[src/rtl/video_line_fetch_pkg.sv]
// Shared constants and state encoding for the scanline byte fetcher.
// Display memory bases and geometry of the Apple II 40-column layout.
package video_line_fetch_pkg;

  localparam logic [15:0] TEXT_BASE  = 16'h0400;
  localparam logic [15:0] HIRES_BASE = 16'h2000;
  localparam logic [15:0] ROW_STRIDE = 16'h0028;
  localparam int          COLS       = 40;
  localparam int          LINES      = 192;

  typedef enum logic [1:0] {IDLE, FETCH, DRAIN} state_t;

endpackage

[src/rtl/video_line_fetch_sync_fifo.sv]
// Show-ahead synchronous FIFO with flush; head entry is visible on dout
// whenever empty is low. Storage is not reset, only pointers and count.
module sync_fifo #(
  parameter int WIDTH = 14,
  parameter int DEPTH = 4,
  localparam int AW   = $clog2(DEPTH)
) (
  input  logic             clk,
  input  logic             rst_n,
  input  logic             flush,
  input  logic             push,
  input  logic [WIDTH-1:0] din,
  input  logic             pop,
  output logic [WIDTH-1:0] dout,
  output logic [AW:0]      count,
  output logic             full,
  output logic             empty
);

  logic [WIDTH-1:0] mem [DEPTH];
  logic [AW-1:0]    wr_ptr;
  logic [AW-1:0]    rd_ptr;
  logic             do_push;
  logic             do_pop;

  assign empty   = (count == '0);
  assign full    = (count == (AW+1)'(DEPTH));
  assign do_pop  = pop & ~empty;
  assign do_push = push & (~full | do_pop);
  assign dout    = mem[rd_ptr];

  always_ff @(posedge clk or negedge rst_n) begin
    if (!rst_n) begin
      wr_ptr <= '0;
      rd_ptr <= '0;
      count  <= '0;
    end else if (flush) begin
      wr_ptr <= '0;
      rd_ptr <= '0;
      count  <= '0;
    end else begin
      if (do_push) wr_ptr <= wr_ptr + 1'b1;
      if (do_pop)  rd_ptr <= rd_ptr + 1'b1;
      case ({do_push, do_pop})
        2'b10:   count <= count + 1'b1;
        2'b01:   count <= count - 1'b1;
        default: count <= count;
      endcase
    end
  end

  always_ff @(posedge clk) begin
    if (do_push) mem[wr_ptr] <= din;
  end

endmodule

[src/rtl/video_line_fetch.sv]
// Scanline byte fetcher: issues interleaved Apple II display reads and streams
// the returned bytes, tagged with their column, to the pixel shifter.
module video_line_fetch #(
  parameter int ADDR_WIDTH = 16,
  parameter int DATA_WIDTH = 8,
  parameter int FIFO_DEPTH = 4,
  parameter int COLS       = 40
) (
  input  logic                  clk,
  input  logic                  rst_n,
  input  logic                  line_start,
  input  logic [7:0]            line_num,
  input  logic                  mode_hires,
  input  logic                  page2,
  output logic                  mem_cs,
  output logic                  mem_we,
  output logic [ADDR_WIDTH-1:0] mem_addr,
  input  logic                  mem_gnt,
  input  logic [DATA_WIDTH-1:0] mem_rdata,
  output logic                  pix_valid,
  output logic [DATA_WIDTH-1:0] pix_data,
  output logic [5:0]            pix_col,
  input  logic                  pix_ready,
  output logic                  busy,
  output logic                  line_done
);
  import video_line_fetch_pkg::*;

  localparam int             CW       = $clog2(FIFO_DEPTH);
  localparam logic [5:0]     LAST_COL = 6'(COLS - 1);
  localparam logic [CW+1:0]  DEPTH_V  = (CW+2)'(FIFO_DEPTH);

  state_t                  state_q, state_d;
  logic [7:0]              line_q;
  logic                    hires_q;
  logic                    page2_q;
  logic [5:0]              issue_col_q;
  logic                    start_ok;
  logic                    issue;
  logic [CW+1:0]           credit_sum;
  logic                    vld_p1;
  logic [5:0]              col_p1;
  logic [CW:0]             fifo_count;
  logic                    fifo_full;
  logic                    fifo_empty;
  logic [DATA_WIDTH+5:0]   fifo_dout;
  logic [5:0]              head_col;
  logic                    pop;

  // Text rows use bits [5:3]/[7:6] of line/8; hires adds the 1K scan-row term.
  function automatic logic [ADDR_WIDTH-1:0] line_addr(
    input logic [7:0] ln,
    input logic       hires,
    input logic       pg2,
    input logic [5:0] col
  );
    logic [ADDR_WIDTH-1:0] a;
    if (hires) begin
      a = ADDR_WIDTH'(HIRES_BASE) + (pg2 ? ADDR_WIDTH'(HIRES_BASE) : '0)
        + (ADDR_WIDTH'(ln[2:0]) << 10) + (ADDR_WIDTH'(ln[5:3]) << 7)
        + ADDR_WIDTH'(ln[7:6]) * ADDR_WIDTH'(ROW_STRIDE);
    end else begin
      a = ADDR_WIDTH'(TEXT_BASE) + (pg2 ? ADDR_WIDTH'(TEXT_BASE) : '0)
        + (ADDR_WIDTH'(line_num_row(ln)) << 7)
        + ADDR_WIDTH'(ln[7:6]) * ADDR_WIDTH'(ROW_STRIDE);
    end
    return a + ADDR_WIDTH'(col);
  endfunction

  function automatic logic [2:0] line_num_row(input logic [7:0] ln);
    return ln[5:3];
  endfunction

  assign start_ok   = line_start && (line_num < 8'(LINES));
  assign credit_sum = (CW+2)'(fifo_count) + (CW+2)'(vld_p1);
  assign pop        = pix_ready & ~fifo_empty;
  assign head_col   = fifo_dout[DATA_WIDTH+5:DATA_WIDTH];
  assign issue      = mem_cs & mem_gnt;

  always_comb begin
    state_d   = state_q;
    mem_cs    = 1'b0;
    line_done = 1'b0;
    case (state_q)
      IDLE: if (start_ok) state_d = FETCH;
      FETCH: begin
        // Credit counts the in-flight read so a late response always has a slot.
        mem_cs = (issue_col_q <= LAST_COL) && (credit_sum < DEPTH_V) && !fifo_full;
        if (mem_cs && mem_gnt && issue_col_q == LAST_COL) state_d = DRAIN;
      end
      DRAIN: begin
        if (pop && head_col == LAST_COL) begin
          line_done = 1'b1;
          state_d   = IDLE;
        end
      end
      default: state_d = IDLE;
    endcase
    if (start_ok) begin
      state_d   = FETCH;
      line_done = 1'b0;
    end
  end

  always_ff @(posedge clk or negedge rst_n) begin
    if (!rst_n) begin
      state_q     <= IDLE;
      line_q      <= '0;
      hires_q     <= 1'b0;
      page2_q     <= 1'b0;
      issue_col_q <= '0;
      vld_p1      <= 1'b0;
    end else begin
      state_q <= state_d;
      if (start_ok) begin
        line_q      <= line_num;
        hires_q     <= mode_hires;
        page2_q     <= page2;
        issue_col_q <= '0;
      end else if (issue) begin
        issue_col_q <= issue_col_q + 1'b1;
      end
      // Restart drops whatever read is still in flight.
      vld_p1 <= issue & ~start_ok;
    end
  end

  // p1: read data returns one cycle after the granted request
  always_ff @(posedge clk) begin
    col_p1 <= issue_col_q;
  end

  sync_fifo #(
    .WIDTH (DATA_WIDTH + 6),
    .DEPTH (FIFO_DEPTH)
  ) u_fifo (
    .clk   (clk),
    .rst_n (rst_n),
    .flush (start_ok),
    .push  (vld_p1),
    .din   ({col_p1, mem_rdata}),
    .pop   (pix_ready),
    .dout  (fifo_dout),
    .count (fifo_count),
    .full  (fifo_full),
    .empty (fifo_empty)
  );

  assign mem_we    = 1'b0;
  assign mem_addr  = mem_cs ? line_addr(line_q, hires_q, page2_q, issue_col_q) : '0;
  assign pix_valid = ~fifo_empty;
  assign pix_data  = pix_valid ? fifo_dout[DATA_WIDTH-1:0] : '0;
  assign pix_col   = pix_valid ? head_col : '0;
  assign busy      = (state_q != IDLE);

endmodule

[config.mk]
export PLATFORM = sky130hd
export DESIGN_NAME = video_line_fetch
export DESIGN_NICKNAME = d
export VERILOG_FILES = /design/src/rtl/video_line_fetch_pkg.sv /design/src/rtl/video_line_fetch_sync_fifo.sv /design/src/rtl/video_line_fetch.sv
export SDC_FILE = /design/constraint.sdc
export NUM_CORES = 1
export LEC_CHECK = 0
export BUFFER_PORTS_ARGS = -buffer_cell sky130_fd_sc_hd__clkbuf_2
export CORE_MARGIN = 2
export CORE_UTILIZATION = 59
export CTS_BUF_LIST = sky130_fd_sc_hd__clkbuf_4
export CTS_CLUSTER_SIZE = 25
export DETAILED_ROUTE_END_ITERATION = 16
export GPL_TIMING_DRIVEN = 0
export PLACE_DENSITY = 0.83
export SKIP_CTS_REPAIR_TIMING = 1
export SYNTH_ARGS = -nofsm -noshare
export SYNTH_HDL_FRONTEND = slang
export SYNTH_SLANG_ARGS = --single-unit
[constraint.sdc]
create_clock -name clk -period 2.7 [get_ports clk]
set_input_delay 0.135 -clock clk [delete_from_list [all_inputs] [get_ports clk]]
set_output_delay 0.135 -clock clk [all_outputs]
set_load 0.02 [all_outputs]
==> results.py, run 1 <==
metrics = {
    "flow_run": {
        "maxCapViolCount": 0,
    },
    "clock_network": {
        "worstSkewPairLatency_ns": 0.44,
        "cts.clk_slew.worst_paths_ns": 0.14,
        "cts_buffers": 9,
        "tritoncts": "yes",
        "clockRootBuffer": "clkbuf_4",
        "clockBufferDepth": 2,
        "cts_max_level": 3,
        "clkSinkCount": 88,
    },
    "detailed_routing": {
        "drc_errors": 0,
        "ant_nets": 0,
        "wl_mm": 8.25,
        "wl_per_cell_um": 17.5,
        "dr.first_iter.drc_count": 213,
        "via_per_inst": 5.90,
        "num_vias": 2785,
        "first_pass_iters": 5,
    },
    "setup_path": {
        "slowest_delay_ns": 0.61,
        "r2r_cells": 8,
        "path_class": "reg -> out",
        "arrival_ns": 2.48,
        "critPathCaptureType": "output port",
        "worst-path-max-fanout": 10,
        "cp.required_ns": 2.57,
        "slowest_stage": "or3_2",
        "crit_chain": "buf_6 -> a31o_1 -> or3_2 -> inv_2 -> buf_4 -> and2_1 -> clkbuf_2",
        "worst_setup_path_start_kind": "flop",
    },
    "synth": {
        "yosysSeqAreaShare_pct": 61.4,
        "synth_flop_cell": "edfxtp_1",
        "synth.avg_cell_area_um2": 13.1,
        "syn_area_mm2": 0.00399,
        "synth_largest_area_cell": "edfxtp_1",
        "yosys-top-cells-area": "edfxtp_1 (42%), dfrtp_1 (16%), mux4_2 (7.9%), and2_1 (3.9%), nand2_1 (3.3%)",
        "ys_ff_latch": 88,
        "async_flop_share_pct": 29.5,
        "synth.top_cell.area_share_pct": 42.1,
        "synth_edf_count": 56,
        "synthCells": 306,
        "yosysWarnings": 0,
        "ys_types": 54,
    },
    "sta": {
        "setup_violations": 0,
        "hold_viol_final": 2,
        "period_share_pct": 96.8,
        "period_needed_ns": 2.61,
        "tns_ns": 0,
        "worst_pin_slew_ns": 0.712,
        "hold_ws_ns": -0.0296,
        "drv_slew": 0,
        "relSlewSlack_pct": 52.5,
        "max_freq_ghz": 0.383,
        "fin_worst_skew_ns": 0.0115,
    },
    "power_and_ir_drop": {
        "powerDensity_mw_per_mm2": 827,
        "p_comb_share_pct": 35.7,
        "p_total_mw": 3.90,
        "ir_drop_uv": 519,
        "pwr-share-clk_pct": 19.4,
        "seqPwrFrac_pct": 44.9,
        "p_switching_mw": 1.41,
        "internal-power_mw": 2.50,
        "switching_share_pct": 36.0,
        "leakagePower_nw": 1.90,
    },
    "floorplan": {
        "num_rows": 29,
        "pin_count": 58,
        "core_area_mm2": 0.00646,
        "start_util_pct": 61.8,
        "die_w_um": 86.3,
        "dieArea_mm2": 0.00744,
        "die_y_um": 86.3,
    },
    "final_layout": {
        "syn_to_final_growth_pct": 18.2,
        "drive_gt1_share_pct": 27.3,
        "diodes": 0,
        "nNetsFinal": 423,
    },
    "outcome": {
        "violations": "hold timing",
        "status": "finished with violations",
    },
    "placement": {
        "port_buffers": 55,
        "gp_congestion": 0.837,
        "place_hpwl_mm": 5.23,
    },
    "worst_hold_path": {
        "worstHoldPathCells": 3,
        "hold_class": "in -> reg",
    },
    "global_routing": {
        "antenna_found_initial": 0,
        "grt_max_degree": 27,
        "gr-total-overflow": 0,
        "grt_pass1_wl_mm": 12.5,
        "grt_use_total_pct": 22.3,
        "grt_pass1_vias": 2615,
    },
}
layer usage:
metal  up-vias  GRT usage (%)  share of wire (%)
met1      1368           31.4                 41
met3        17           3.90                6.6
li1       1280              -                  -
met2       120           34.3                 50
met4         0           10.7                2.0
met5         -              0                  0
cell usage in the layout (no fill, tap or decap), types with 5 or more instances in the layout:
cell type,n
clkbuf_4,9
and2_1,25
dlygate4sd3_1,18
edfxtp_1,56
xnor2_1,6
dfrtp_1,24
clkbuf_1,7
buf_4,5
clkbuf_2,55
ha_1,8
nand2_1,35
dfxtp_1,6
o21ai_0,7
nand3_1,6
mux4_2,14
nor2_1,25
a21oi_1,9
state kept, by name, summed over array words and instances, names as in the netlist:
register       count
u_fifo.wr_ptr      2
u_fifo.count       3
line_q             8
u_fifo.rd_ptr      2
col_p1             6
state_q            2
page2_q            1
hires_q            1
vld_p1             1
u_fifo.mem        56
issue_col_q        6
critical path, delay by kind of cell, from the launching register on:
| kind | cells | cell delay, ns |
|---|---|---|
| simple gates | 2 | 0.76 |
| buf+inv | 4 | 0.58 |
| flops | 1 | 0.44 |
| compound gates | 1 | 0.26 |
kinds of logic (layout without fill, tap and decap cells):
| family | count (synthesis) | count (layout) | share of synthesized area [%] |
|---|---|---|---|
| AO/OA/AOI/OAI | 38 | 38 | 6.52 |
| XOR/XNOR | 9 | 9 | 1.97 |
| adder cells (fa/ha/maj) | 10 | 10 | 3.51 |
| buffers and inverters | 23 | 111 | 2.69 |
| flip-flops | 88 | 88 | 61.4 |
| multiplexers | 16 | 16 | 8.43 |
| other | 1 | 2 | 0.0939 |
| AND/OR/NAND/NOR | 121 | 121 | 15.4 |
area by class of cell:
type                            count  area (um^2)
Fill cell                         417         1740
Inverter                            5         18.8
Tap cell                           77         96.3
Multi-Input combinational cell    196         1460
Sequential cell                    88         2450
Clock inverter                      7         77.6
Timing Repair Buffer               74          463
Clock buffer                        9         67.6
Buffer                             16         87.6
final timing paths:
| path | slack [ns] | endpoint | from |
|---|---|---|---|
| min in group asynchronous | 0.26 | u_fifo.wr_ptr[1]$_DFFE_PN0P_ | rst_n |
| hold reg to reg | 0.46 | col_p1[1]$_DFF_P_ | issue_col_q[1]$_DFFE_PN0P_ |
| setup reg to reg | 0.23 | u_fifo.count[1]$_DFFE_PN0P_ | u_fifo.count[0]$_DFFE_PN0P_ |
| hold / removal | -0.03 | line_q[7]$_DFFE_PN0P_ | line_num[7] |
| max in group asynchronous | 1.97 | u_fifo.rd_ptr[1]$_DFFE_PN0P_ | rst_n |
| setup / recovery | 0.09 | mem_addr[4] | u_fifo.count[1]$_DFFE_PN0P_ |
power by group through the flow:
stage          Clock [mW]  Combinational, mW  Sequential [mW]
6_report            0.755               1.39             1.75
3_5_place_dp            0               1.35             1.78
2_1_floorplan           0              0.973             1.74
5_1_grt             0.811               1.53             1.78
4_1_cts             0.760               1.35             1.75
3_3_place_gp            0               1.31             1.76
metrics by stage:
step           instances  util [%]  setup WS, ns  area, um^2
6_report             472      73.1        0.0875        4720
5_1_grt              472      73.1       -0.0102        4720
4_1_cts              455      69.9        -0.382        4510
3_5_place_dp         439      67.6        0.0731        4370
3_3_place_gp         439      67.6         0.132        4370
2_1_floorplan        307         -         0.379        4000
synth_stat cells (all sizes together), types with 3 or more instances:
cell type / instances
dfrtp: 26
nor2: 25
or3: 6
buf: 8
nand2: 35
o21ai: 7
nand4: 4
dfxtp: 6
xnor2: 6
and2: 25
nor2b: 4
inv: 4
clkbuf: 10
ha: 8
or2: 3
nand2b: 3
a21oi: 11
o21a: 3
mux4: 14
nand3: 6
xor2: 3
edfxtp: 56
Power figures use the tool's default switching activity.
==> run 2, diff against run 1 <==
==> constraint.sdc (replaced) <==
create_clock -name clk -period 2.7 [get_ports clk]
set_input_delay 0.27 -clock clk [delete_from_list [all_inputs] [get_ports clk]]
set_output_delay 0.27 -clock clk [all_outputs]
set_load 0.02 [all_outputs]
==> run 2 against run 1 <==
Against the previous run:
- die area did not move
- hold slack better by 0.040 ns
- setup slack got worse by 0.052 ns
- largest cell class unchanged
- the run now ends clean
- first-iteration DRC count down 19%
- clock power down 0.5%
- register-to-register slack about the same
- final cell count down 2.8%
- flip-flop and latch count unchanged
==> results.py, run 2 (synthesized netlist as in run 1, its figures left out) <==
metrics = {
    "outcome": {
        "status": "completed",
    },
    "setup_path": {
        "crit_chain": "buf_6 -> mux4_2 -> or4_1 -> nor3_1 -> buf_2",
        "slowest_stage": "or4_1",
        "arrival_ns": 2.39,
        "slowest_delay_ns": 0.57,
        "r2r_slack_ns": 0.23,
        "cp.required_ns": 2.43,
        "worst-path-max-fanout": 7,
        "worst_setup_path_start_kind": "flop",
        "critPathCaptureType": "output port",
        "path_class": "reg -> out",
    },
    "power_and_ir_drop": {
        "ir_drop_uv": 490,
        "leakagePower_nw": 1.85,
        "powerDensity_mw_per_mm2": 844,
    },
    "floorplan": {
        "die_w_um": 86.3,
        "core_area_mm2": 0.00646,
        "dieArea_mm2": 0.00744,
        "pin_count": 58,
        "die_y_um": 86.3,
        "start_util_pct": 61.8,
        "num_rows": 29,
    },
    "sta": {
        "period_share_pct": 98.7,
        "hold_viol_final": 0,
        "relSlewSlack_pct": 51.4,
        "rsz0062_at_grt": "yes",
        "setup_ws_ns": 0.0360,
        "period_needed_ns": 2.66,
        "max_freq_ghz": 0.375,
        "fin_worst_skew_ns": 0.0145,
        "worst_pin_slew_ns": 0.729,
        "drv_slew": 0,
        "hold_ws_ns": 0.0105,
        "tns_ns": 0,
        "setup_violations": 0,
    },
    "placement": {
        "gp_congestion": 0.837,
        "place_hpwl_mm": 5.23,
        "pre_cts_ws_ns": -0.0220,
        "port_buffers": 55,
    },
    "detailed_routing": {
        "drc_errors": 0,
        "wl_met1_mm": 3.25,
        "dr.first_iter.drc_count": 173,
        "wl_mm": 7.69,
        "wl_met2_mm": 3.82,
        "routed-wl-met3_um": 492,
        "via_per_inst": 5.76,
        "top_layer": "met4",
        "ant_nets": 0,
        "num_vias": 2643,
        "first_pass_iters": 4,
        "wl_per_cell_um": 16.8,
    },
    "flow_run": {
        "maxCapViolCount": 0,
    },
    "worst_hold_path": {
        "hold_class": "in -> reg",
    },
    "final_layout": {
        "largest_reg_flops": 56,
        "diodes": 0,
        "top_register": "u_fifo.mem",
        "final_cell_mix": "edfxtp_1 (56), clkbuf_2 (53), nand2_1 (35)",
        "syn_to_final_growth_pct": 15.1,
        "final_common_cell": "edfxtp_1",
        "largestRegisters": "u_fifo.mem (56), line_q (8)",
        "fillers": 437,
        "nNetsFinal": 410,
        "drive_gt1_share_pct": 29.8,
    },
    "clock_network": {
        "cts_max_level": 3,
        "tritoncts": "yes",
        "cts.clk_slew.worst_paths_ns": 0.14,
        "worstSkewPairLatency_ns": 0.44,
        "cts_buffers": 9,
        "clockBufferDepth": 2,
        "clkSinkCount": 88,
        "clockRootBuffer": "clkbuf_4",
    },
    "global_routing": {
        "grt_max_degree": 27,
        "grt_pass1_vias": 2615,
        "gr-total-overflow": 0,
        "antenna_found_initial": 0,
        "grt_pass1_wl_mm": 12.5,
        "grt_use_total_pct": 22.3,
    },
}
-- run 2: worst paths after layout --
path                                              start                      endpoint  depth (start not counted)
min in group asynchronous                         rst_n  u_fifo.wr_ptr[1]$_DFFE_PN0P_                          2
hold reg to reg              issue_col_q[1]$_DFFE_PN0P_             col_p1[1]$_DFF_P_                          0
max in group asynchronous                         rst_n  u_fifo.rd_ptr[1]$_DFFE_PN0P_                          2
setup / recovery           u_fifo.rd_ptr[0]$_DFFE_PN0P_                     line_done                          5
hold / removal                               mode_hires           hires_q$_DFFE_PN0P_                          3
setup reg to reg            u_fifo.count[0]$_DFFE_PN0P_   u_fifo.count[1]$_DFFE_PN0P_                          8
-- run 2: critical path, delay by kind of cell (launching register included) --
kind	cells	cell delay (ns)
flip-flops	1	0.36
AND/OR/NAND/NOR	2	0.72
multiplexers	1	0.54
buffers and inverters	2	0.34
-- run 2: stage by stage --
step / total power [mW] / util (%) / std cells / instance area [um^2]
6_report: 3.88 / 71.2 / 459 / 4600
3_3_place_gp: 3.08 / 67.6 / 439 / 4370
2_1_floorplan: 2.71 / - / 307 / 4000
3_5_place_dp: 3.12 / 67.6 / 439 / 4370
4_1_cts: 3.86 / 69.9 / 455 / 4510
5_1_grt: 4.09 / 71.2 / 459 / 4600
-- run 2: routing by layer --
layer	GRT usage, %	up-vias
met3	3.90	12
met5	0	-
met2	34.3	84
met1	31.4	1290
met4	10.7	0
li1	-	1257
-- run 2: layout make-up --
type / instances / area [um^2] / share of cell area, %
inverter: 5 / 18.8 / 0.408
timing repair buffer: 61 / 325 / 7.07
clock inverter: 7 / 77.6 / 1.69
buffer: 16 / 95.1 / 2.07
tap: 77 / 96.3 / 2.10
multi-input combinational: 196 / 1460 / 31.8
sequential: 88 / 2460 / 53.4
clock buffer: 9 / 67.6 / 1.47
-- run 2: power by group --
part | internal [mW] | total (mW) | leakage (nW) | switching (mW)
combinational | 0.573 | 1.38 | 0.871 | 0.807
sequential | 1.63 | 1.75 | 0.901 | 0.115
clock | 0.291 | 0.751 | 0.0785 | 0.460
